File: src/rtl/pipe_stage_pkg.sv
// pipe_stage_pkg: control field widths, packed control width and the NOP control word shared by the pipe stage
package pipe_stage_pkg;
  localparam int MUX_W = 8;
  localparam int MEM_W = 3;
  localparam int ALU_W = 4;
  localparam int CTRL_BITS = MUX_W + MEM_W + ALU_W;
  localparam logic [CTRL_BITS-1:0] NOP_CTRL = '0;
endpackage

File: src/rtl/pipe_entry.sv
// pipe_entry: one valid/data/ctrl register; clock, reset, clear (squash), load strobe, *_d next values, valid/data/ctrl held values
module pipe_entry
  import pipe_stage_pkg::*;
#(
  parameter int DATA_W = 32,
  parameter int CTRL_W = CTRL_BITS
) (
  input  logic              clock,
  input  logic              reset,
  input  logic              clear,
  input  logic              load,
  input  logic              valid_d,
  input  logic [DATA_W-1:0] data_d,
  input  logic [CTRL_W-1:0] ctrl_d,
  output logic              valid,
  output logic [DATA_W-1:0] data,
  output logic [CTRL_W-1:0] ctrl
);
  always_ff @(posedge clock) begin
    if (reset || clear) begin
      valid <= 1'b0;
      data  <= '0;
      ctrl  <= CTRL_W'(NOP_CTRL);
    end else if (load) begin
      valid <= valid_d;
      data  <= data_d;
      ctrl  <= ctrl_d;
    end
  end
endmodule

File: src/rtl/pipe_stage.sv
// pipe_stage: valid/ready pipeline register with optional skid entry; clock, reset, flush, in_* upstream beat, out_* head beat, occupancy 0..2
module pipe_stage
  import pipe_stage_pkg::*;
#(
  parameter int DATA_W = 32,
  parameter int CTRL_W = CTRL_BITS,
  parameter int SKID   = 1
) (
  input  logic              clock,
  input  logic              reset,
  input  logic              flush,
  input  logic              in_valid,
  output logic              in_ready,
  input  logic [DATA_W-1:0] in_data,
  input  logic [CTRL_W-1:0] in_ctrl,
  output logic              out_valid,
  input  logic              out_ready,
  output logic [DATA_W-1:0] out_data,
  output logic [CTRL_W-1:0] out_ctrl,
  output logic [1:0]        occupancy
);
  logic              main_valid, skid_valid, acc, head_free, h_valid;
  logic [DATA_W-1:0] main_data, skid_data, h_data;
  logic [CTRL_W-1:0] main_ctrl, skid_ctrl, h_ctrl;
  assign in_ready  = (SKID != 0) ? ~skid_valid : (~main_valid | out_ready);
  assign acc       = in_valid & in_ready & ~flush;
  assign head_free = ~main_valid | out_ready;
  always_comb begin
    h_valid = skid_valid | acc;
    h_data  = skid_valid ? skid_data : acc ? in_data : '0;
    h_ctrl  = skid_valid ? skid_ctrl : acc ? in_ctrl : CTRL_W'(NOP_CTRL);
  end
  pipe_entry #(.DATA_W(DATA_W), .CTRL_W(CTRL_W)) u_main (
    .clock  (clock),
    .reset  (reset),
    .clear  (flush),
    .load   (head_free),
    .valid_d(h_valid),
    .data_d (h_data),
    .ctrl_d (h_ctrl),
    .valid  (main_valid),
    .data   (main_data),
    .ctrl   (main_ctrl)
  );
  generate
    if (SKID != 0) begin : g_skid
      logic s_take;
      assign s_take = acc & ~head_free;
      pipe_entry #(.DATA_W(DATA_W), .CTRL_W(CTRL_W)) u_skid (
        .clock  (clock),
        .reset  (reset),
        .clear  (flush),
        .load   (head_free | acc),
        .valid_d(s_take),
        .data_d (s_take ? in_data : '0),
        .ctrl_d (s_take ? in_ctrl : CTRL_W'(NOP_CTRL)),
        .valid  (skid_valid),
        .data   (skid_data),
        .ctrl   (skid_ctrl)
      );
    end else begin : g_noskid
      assign skid_valid = 1'b0;
      assign skid_data  = '0;
      assign skid_ctrl  = '0;
    end
  endgenerate
  assign out_valid = main_valid;
  assign out_data  = main_data;
  assign out_ctrl  = main_ctrl;
  assign occupancy = {1'b0, main_valid} + {1'b0, skid_valid};
endmodule

File: config.mk
export PLATFORM = sky130hd
export DESIGN_NAME = pipe_stage
export DESIGN_NICKNAME = d
export VERILOG_FILES = /design/src/rtl/pipe_stage_pkg.sv /design/src/rtl/pipe_entry.sv /design/src/rtl/pipe_stage.sv
export SDC_FILE = /design/constraint.sdc
export NUM_CORES = 1
export LEC_CHECK = 0
export CORE_MARGIN = 4
export CORE_UTILIZATION = 40
export DETAILED_ROUTE_END_ITERATION = 10
export GPL_ROUTABILITY_DRIVEN = 0
export GPL_TIMING_DRIVEN = 0
export HOLD_SLACK_MARGIN = 0.15
export PLACE_DENSITY = 0.7
export SYNTH_ARGS = -nofsm -noshare
export SYNTH_HDL_FRONTEND = slang
export SYNTH_SLANG_ARGS = --single-unit
File: constraint.sdc
create_clock -name clock -period 2.1 [get_ports clock]
set_clock_uncertainty 0.2 [all_clocks]
set_input_delay 0.63 -clock clock [delete_from_list [all_inputs] [get_ports clock]]
set_output_delay 0.63 -clock clock [all_outputs]
set_load 0.02 [all_outputs]
# After elaboration in Yosys (flattened, before gate mapping)
# Cells that the tools add are included.
word_totals:
  register_bits: 96
  in_bits: 52
  out_inout_bits: 51
  word_cells: 24
op_classes:
  addsub: 1
  mux: 6
  n_bitwise: 10
  reduce_logical: 1
ops:
  columns: ["cell", "n"]
  rows:
  - ["two-way mux 32 bit", 3]
  - ["two-way mux 15 bit", 3]
  - ["NOT 1 bit", 4]
  - ["bitwise AND 1 bit", 3]
  - ["bitwise OR 1 bit", 3]
  - ["adder 1 x 1 -> 2 bit", 1]
  - ["logical OR 1 bit", 1]

# Longest topological paths before layout
# Gate-level depths: netlist of run 1.
logic_depth:
  ltp_word: 5
  mapped_depth: 6
  depth_no_buf: 3

# Hierarchy
# From an unflattened synthesis of run 1, not the netlist that was laid out.
unflattened:
  hier_cells: 534
  hier_area_um2: 4692.0
by_module_without_submodules:
  columns: ["mod", "instances", "cells_each", "area_per_inst_um2", "seq_area_each_um2"]
  rows:
  - ["pipe_entry", 2, 156, 1755.4, 960.9]
  - ["pipe_stage", 1, 222, 1181.1, 0.0]

# Worst setup path after synthesis of run 1
# Ideal clock, no wire load.
synth_timing:
  kind: "reg2out"
  start: "register g_skid.u_skid.valid"
  end: "output port in_ready"
  t_arrival_ns: 1.063
  required_time_ns: 1.270
  setup_slack_ns: 0.207
  path_stages_with_launch: 5
  n_path_buf: 3
  cell_sequence: "dfxtp_1 buf_2 buf_2 clkbuf_1 inv_1"
synth_between:
  elab_chain_len: 1
synth_lines:
  columns: ["element", "line", "text"]
  rows:
  - ["from (decl)", "pipe_entry.sv:15", "output logic valid,"]
  - ["from (signal assigned)", "pipe_entry.sv:25", "valid <= valid_d;"]
  - ["NOT 1 bit", "pipe_stage.sv:25", "assign in_ready = (SKID != 0) ? ~skid_valid : (~main_valid | out_ready);"]
  - ["to (decl)", "pipe_stage.sv:13", "output logic in_ready,"]
# Every way passes these cells.

# Worst setup path in the final report of run 1
layout_timing:
  start: "register u_main.valid"
  end: "output port occupancy[0]"
layout_between:
  elab_chain_len: 1
layout_lines:
  columns: ["element", "line", "text"]
  rows:
  - ["from (decl)", "pipe_entry.sv:15", null]
  - ["from (signal assigned)", "pipe_entry.sv:25", null]
  - ["adder 1 x 1 -> 2 bit", "pipe_stage.sv:70", "assign occupancy = {1'b0, main_valid} + {1'b0, skid_valid};"]
  - ["to (decl)", "pipe_stage.sv:20", "output logic [1:0] occupancy"]
# Every way passes these cells.

==> flow_summary.yaml, run 1 <==
logic_synthesis:
  ys_warn_count: 0
  ys_seq_area_frac: 0.5527
  syn_avg_cell_area_sq_um: 8.181
  synth.distinct_cells: 18
  ys_ff_latch: 96
  synth_area_sq_mm: 0.003477
  netlist_instances: 425
  syn_nets: 478
outcome:
  status: "finished clean"
job:
  drv_cap: 0
global_routing:
  grt_overflow: 0
  grt_pass1_vias: 3255
  grt_pass1_wl_um: 15230
  grt_max_degree: 20
  antenna_found_initial: 0
  grtUsageTotal: 0.1820
setup_path:
  crit_arrival_ns: 1.22
  rrSetupSlack_ns: 0.43
  slowest_stage: "dfxtp_2"
  path_class: "reg2out"
  crit_path_start_kind: "flip-flop"
  cp_max_fo: 4
  max_stage_delay_ns: 0.35
  cp-end-kind: "primary output"
  crit_required_ns: 1.27
  path_cells: "ha_1 -> clkdlybuf4s15_2"
layout:
  drive_gt1_frac: 0.08118
  diodes: 0
  final_nets: 590
  syn_to_final_growth_pct: 38.00
  design_area_sq_mm: 0.004798
detailed_routing:
  drc: 0
  drt-total-wl_um: 9288
  drt_iter0_drc: 120
  wl_per_cell_um: 14.36
  viasPerCell: 5.111
  dr.pass1.iters: 4
  postRouteAntennaNets: 0
  vias: 3307
timing:
  worstMarginPinSlew_ns: 0.5095
  period_minus_slack_ns: 2.048
  rsz0062_at_grt: "no"
  setup_slack_ns: 0.05209
  relSlewSlack: 0.6603
  finalHoldViolCount: 0
  slew_violations: 0
  finalSetupViolCount: 0
  layout_worst_path_cycle_share: 0.9752
  fmax_mhz: 488.3
clock_network:
  cts_buffers: 9
  clock_latency_ns: 0.34
  cts_tree: "built"
  path_clk_slew_ns: 0.09
  cts_buffer_depth: 2
  clock_sinks: 96
  ctsHtreeMaxLevel: 3
  cts-root-buf: "clkbuf_8"
  hold_buffers: 0
die:
  num_rows: 33
  fp.dieArea_sq_mm: 0.01025
  die_w_um: 101.2
  start_util: 0.4169
  coreArea_sq_mm: 0.008341
  io_pins: 103
  die_y_um: 101.2
min_path:
  hold_class: "reg2reg"
place:
  place_hpwl_um: 6569
  post-place-ws_ns: -0.5342
  dpl_cell_area_sq_mm: 0.004629
  portBuffers: 102
power:
  irDropWorstVdd_uv: 371.6
  p_leak_nw: 1.839
  powerDensity_mw_per_mm2: 705.7
==> Yosys cell counts, drive strengths merged <==
cell type / instances / area [sq um]
a21oi: 141 / 705.7
dfxtp: 96 / 1922
nand2: 95 / 356.6
o21ai: 47 / 235.2
clkbuf: 23 / 88.84
buf: 13 / 100.1
nor2: 3 / 11.26
a21boi: 1 / 7.510
ha: 1 / 12.51
inv: 1 / 3.750
nand2b: 1 / 6.260
nor2b: 1 / 6.260
nor3b: 1 / 12.51
or3b: 1 / 8.760
==> routing by layer <==
layer  vias up  part of all wire  track usage
li1       1672                 -            -
met1      1537              0.45       0.2360
met2        85              0.48       0.3073
met3        13             0.054      0.03168
met4         0             0.015      0.05930
met5         -                 0            0
==> cell type report <==
class	instances	area, sq um
sequential	96	1924
buffer	35	221.5
fill	820	3542
clock inverter	4	53.80
tap	105	131.4
inverter	1	3.754
multi-input combinational	292	1363
clock buffer	12	145.1
timing repair buffer	102	955.9
==> registers in the layout, indices dropped and copies added (netlist names) <==
signal / cells
g_skid.u_skid.data: 32
u_main.ctrl: 15
u_main.data: 32
g_skid.u_skid.valid: 1
u_main.valid: 1
g_skid.u_skid.ctrl: 15
==> report_power, final <==
group	total [mW]	leakage, nW	switching, mW	internal, mW
Combinational	0.329	0.970	0.169	0.160
Sequential	1.86	0.777	0.0130	1.84
Clock	1.20	0.0928	0.613	0.587
==> worst max-delay path: cells and delay by family, from the launching register on <==
| kind | cells | cell delay, ns |
|---|---|---|
| fa+ha+maj | 1 | 0.28 |
| flops | 1 | 0.35 |
| buf+inv | 1 | 0.25 |
==> metrics by stage <==
step,hold slack (ns),cells,utilization,power [mW],TNS [ns]
2_1_floorplan,0.2364,425,-,2.057,0
3_3_place_gp,0.2414,632,0.5551,2.243,-25.35
3_5_place_dp,0.2482,632,0.5551,2.246,-29.03
4_1_cts,0.2613,647,0.5743,3.417,0
5_1_grt,0.2784,647,0.5753,3.536,0
6_report,0.2579,647,0.5753,3.386,0
==> cell families (layout without fill, tap and decap cells) <==
family | Yosys count | count (layout) | synth area share
and+or+nand+nor | 102 | 102 | 0.1155
DFF | 96 | 96 | 0.5527
AOI/OAI and AO/OA | 189 | 189 | 0.2728
adders and majority gates | 1 | 1 | 0.003598
buffers and inverters | 37 | 154 | 0.05541
==> path summary, 6_finish.rpt <==
| kind | from | end | depth (start not counted) |
|---|---|---|---|
| setup / recovery | u_main.valid$_SDFFE_PP0P_ | occupancy[0] | 2 |
| hold / removal | g_skid.u_skid.ctrl[1]$_SDFFE_PP0P_ | g_skid.u_skid.ctrl[1]$_SDFFE_PP0P_ | 2 |
| setup reg to reg | g_skid.u_skid.valid$_SDFFE_PP0P_ | g_skid.u_skid.data[12]$_SDFFE_PP0P_ | 6 |
| hold reg to reg | g_skid.u_skid.ctrl[1]$_SDFFE_PP0P_ | g_skid.u_skid.ctrl[1]$_SDFFE_PP0P_ | 2 |
==> cells in the final DEF, fill, tap and decap left out, types with 2 or more instances in the layout <==
cell type	n
a21oi_1	141
buf_2	4
buf_4	4
buf_6	5
clkbuf_1	12
clkbuf_2	11
clkbuf_8	10
clkdlybuf4s50_1	51
clkinvlp_4	2
dfxtp_1	94
dfxtp_2	2
dlygate4sd2_1	49
nand2_1	95
nor2_1	3
o21ai_0	43
o21ai_1	4
==> repair_timing <==
item | in CTS | in global routing
resized for setup | 69 | 12
setup endpoints to repair | 86 | 40
buffers inserted | 0 | 0
Note: power is estimated with default switching activity, not from simulation.
==> run 2, diff against run 1 <==
- CAP_MARGIN: default -> 5
- CORE_MARGIN: 4 -> default
- TNS_END_PERCENT: default -> 100
==> run 2 against run 1 <==
Compared with the run above: hold slack about the same; critical endpoint is now occupancy[1]; largest power group unchanged; die area is 12% lower; critical path depth unchanged; maximum frequency up 1.8%; sequential power hardly changed.
==> flow_summary.yaml, run 2 (synthesized netlist as in run 1, its figures left out) <==
clock_network:
  cts_buffers: 9
  clock_latency_ns: 0.35
  clock_sinks: 96
  path_clk_slew_ns: 0.09
  cts-root-buf: "clkbuf_8"
  cts_buffer_depth: 2
  hold_buffers: 0
  ctsHtreeMaxLevel: 3
  cts_tree: "built"
layout:
  design_area_sq_mm: 0.004801
  post-route-util: 0.5785
  drive_gt1_frac: 0.08487
  layout_common_cells: "141 x a21oi_1, 95 x nand2_1, 94 x dfxtp_1"
  diodes: 0
  top_regs: "g_skid.u_skid.data x32, u_main.data x32"
  final_common_cell: "a21oi_1"
  syn_to_final_growth_pct: 38.07
  final_nets: 590
detailed_routing:
  viasPerCell: 5.133
  drc: 0
  wl_per_cell_um: 13.69
  drt_iter0_drc: 153
  vias: 3321
  drt-total-wl_um: 8860
  dr.pass1.iters: 4
  postRouteAntennaNets: 0
global_routing:
  grtUsageTotal: 0.2084
  grt_pass1_wl_um: 14610
  grt_overflow: 0
  grt_pass1_vias: 3075
  grt_max_degree: 20
  antenna_found_initial: 0
place:
  place_hpwl_um: 6170
  portBuffers: 102
  dpl_cell_area_sq_mm: 0.004629
power:
  p_leak_nw: 1.843
  power_frac_seq: 0.542
  power_frac_comb: 0.096
  irDropWorstVdd_uv: 471.5
  p_sw_frac: 0.2346
  clkPwrFrac: 0.362
  p_int_mw: 2.621
  p_sw_mw: 0.8034
  powerDensity_mw_per_mm2: 713.2
setup_path:
  cp-end-kind: "primary output"
  crit_required_ns: 1.27
  crit_arrival_ns: 1.18
  reg2reg_to: "u_main.data[19]$_SDFFE_PP0P_"
  timing.rr.start: "g_skid.u_skid.valid$_SDFFE_PP0P_"
  crit_path_start_kind: "flip-flop"
  reg2reg_depth: 6
  path_class: "reg2out"
  rrSetupSlack_ns: 0.44
  cp_max_fo: 4
min_path:
  hold_path_startpoint: "g_skid.u_skid.data[12]$_SDFFE_PP0P_"
  holdPathStages: 2
  hold_class: "reg2reg"
  hold_path_end: "g_skid.u_skid.data[12]$_SDFFE_PP0P_"
timing:
  period_minus_slack_ns: 2.011
  finalHoldViolCount: 0
  layout_worst_path_cycle_share: 0.9577
  worstMarginPinSlew_ns: 0.4953
  relSlewSlack: 0.6698
  fmax_mhz: 497.2
  finalSetupViolCount: 0
  hold_ws_ns: 0.2577
  rsz0062_at_grt: "no"
  slew_violations: 0
  fin_tns_setup_ns: 0
die:
  io_pins: 103
  fp.dieArea_sq_mm: 0.009070
  start_util: 0.4190
  die_w_um: 95.24
  die_y_um: 95.24
  num_rows: 33
  coreArea_sq_mm: 0.008299
outcome:
  status: "finished clean"
job:
  drv_cap: 0
run 2: repair_timing:
action | 4_1_cts | 5_1_grt
gates resized for setup | 68 | 16
buffers inserted | 0 | 0
endpoints found under the setup margin | 84 | 39
run 2: final cells by class:
cell class              instances  area, sq um
plain buffers                  35        219.0
clock buffers                  12        155.1
clock inverters                 4        52.55
fillers                       805         3498
inverters                       1        3.754
multi-input cells             292         1365
flip-flops and latches         96         1924
well taps                     105        131.4
repair buffers                102        949.7
run 2: worst max-delay path by stage:
stage | start | end | slack, ns | depth (start not counted)
after floorplan | g_skid.u_skid.valid$_SDFFE_PP0P_ | in_ready | 0.21 | 4
after global placement | flush | g_skid.u_skid.data[27]$_SDFFE_PP0P_ | -0.49 | 6
after detailed placement | flush | g_skid.u_skid.data[16]$_SDFFE_PP0P_ | -0.52 | 6
after CTS | u_main.valid$_SDFFE_PP0P_ | occupancy[0] | 0.02 | 2
after global routing | flush | u_main.data[17]$_SDFFE_PP0P_ | 0.01 | 6
final | u_main.valid$_SDFFE_PP0P_ | occupancy[1] | 0.09 | 2
run 2: worst max-delay path, cell delays in order (launching register included):
cell and delay, ns:
dfxtp_2 0.34, ha_1 0.18, dlygate4sd2_1 0.31
run 2: power groups by stage:
stage / clock network [mW] / registers (mW) / logic (mW)
floorplan: 0 / 1.93 / 0.129
global placement: 0 / 1.90 / 0.341
detailed placement: 0 / 1.90 / 0.344
CTS: 1.26 / 1.86 / 0.331
global route: 1.35 / 1.86 / 0.361
finish: 1.24 / 1.86 / 0.328
run 2: metal layers:
metal | wire, um | global-route usage | up-vias | part of all wire
met2 | 4217 | 0.3327 | 91 | 0.48
met1 | 3997 | 0.2774 | 1541 | 0.45
li1 | - | - | 1676 | -
met4 | 180 | 0.07197 | 0 | 0.020
met3 | 466 | 0.04545 | 13 | 0.053
met5 | 0 | 0 | - | 0
run 2: metrics by stage:
| step | setup WS, ns | cells | power, mW |
|---|---|---|---|
| 2_1_floorplan | 0.2072 | 425 | 2.057 |
| 3_3_place_gp | -0.4874 | 632 | 2.241 |
| 3_5_place_dp | -0.5161 | 632 | 2.244 |
| 4_1_cts | 0.02382 | 647 | 3.452 |
| 5_1_grt | 0.009847 | 647 | 3.574 |
| 6_report | 0.08878 | 647 | 3.424 |
==> run 3, diff against run 2 <==
- CAP_MARGIN: 5 -> 20
==> results of run 3 <==
Final layout, timing and power as in run 2 (identical DEF).
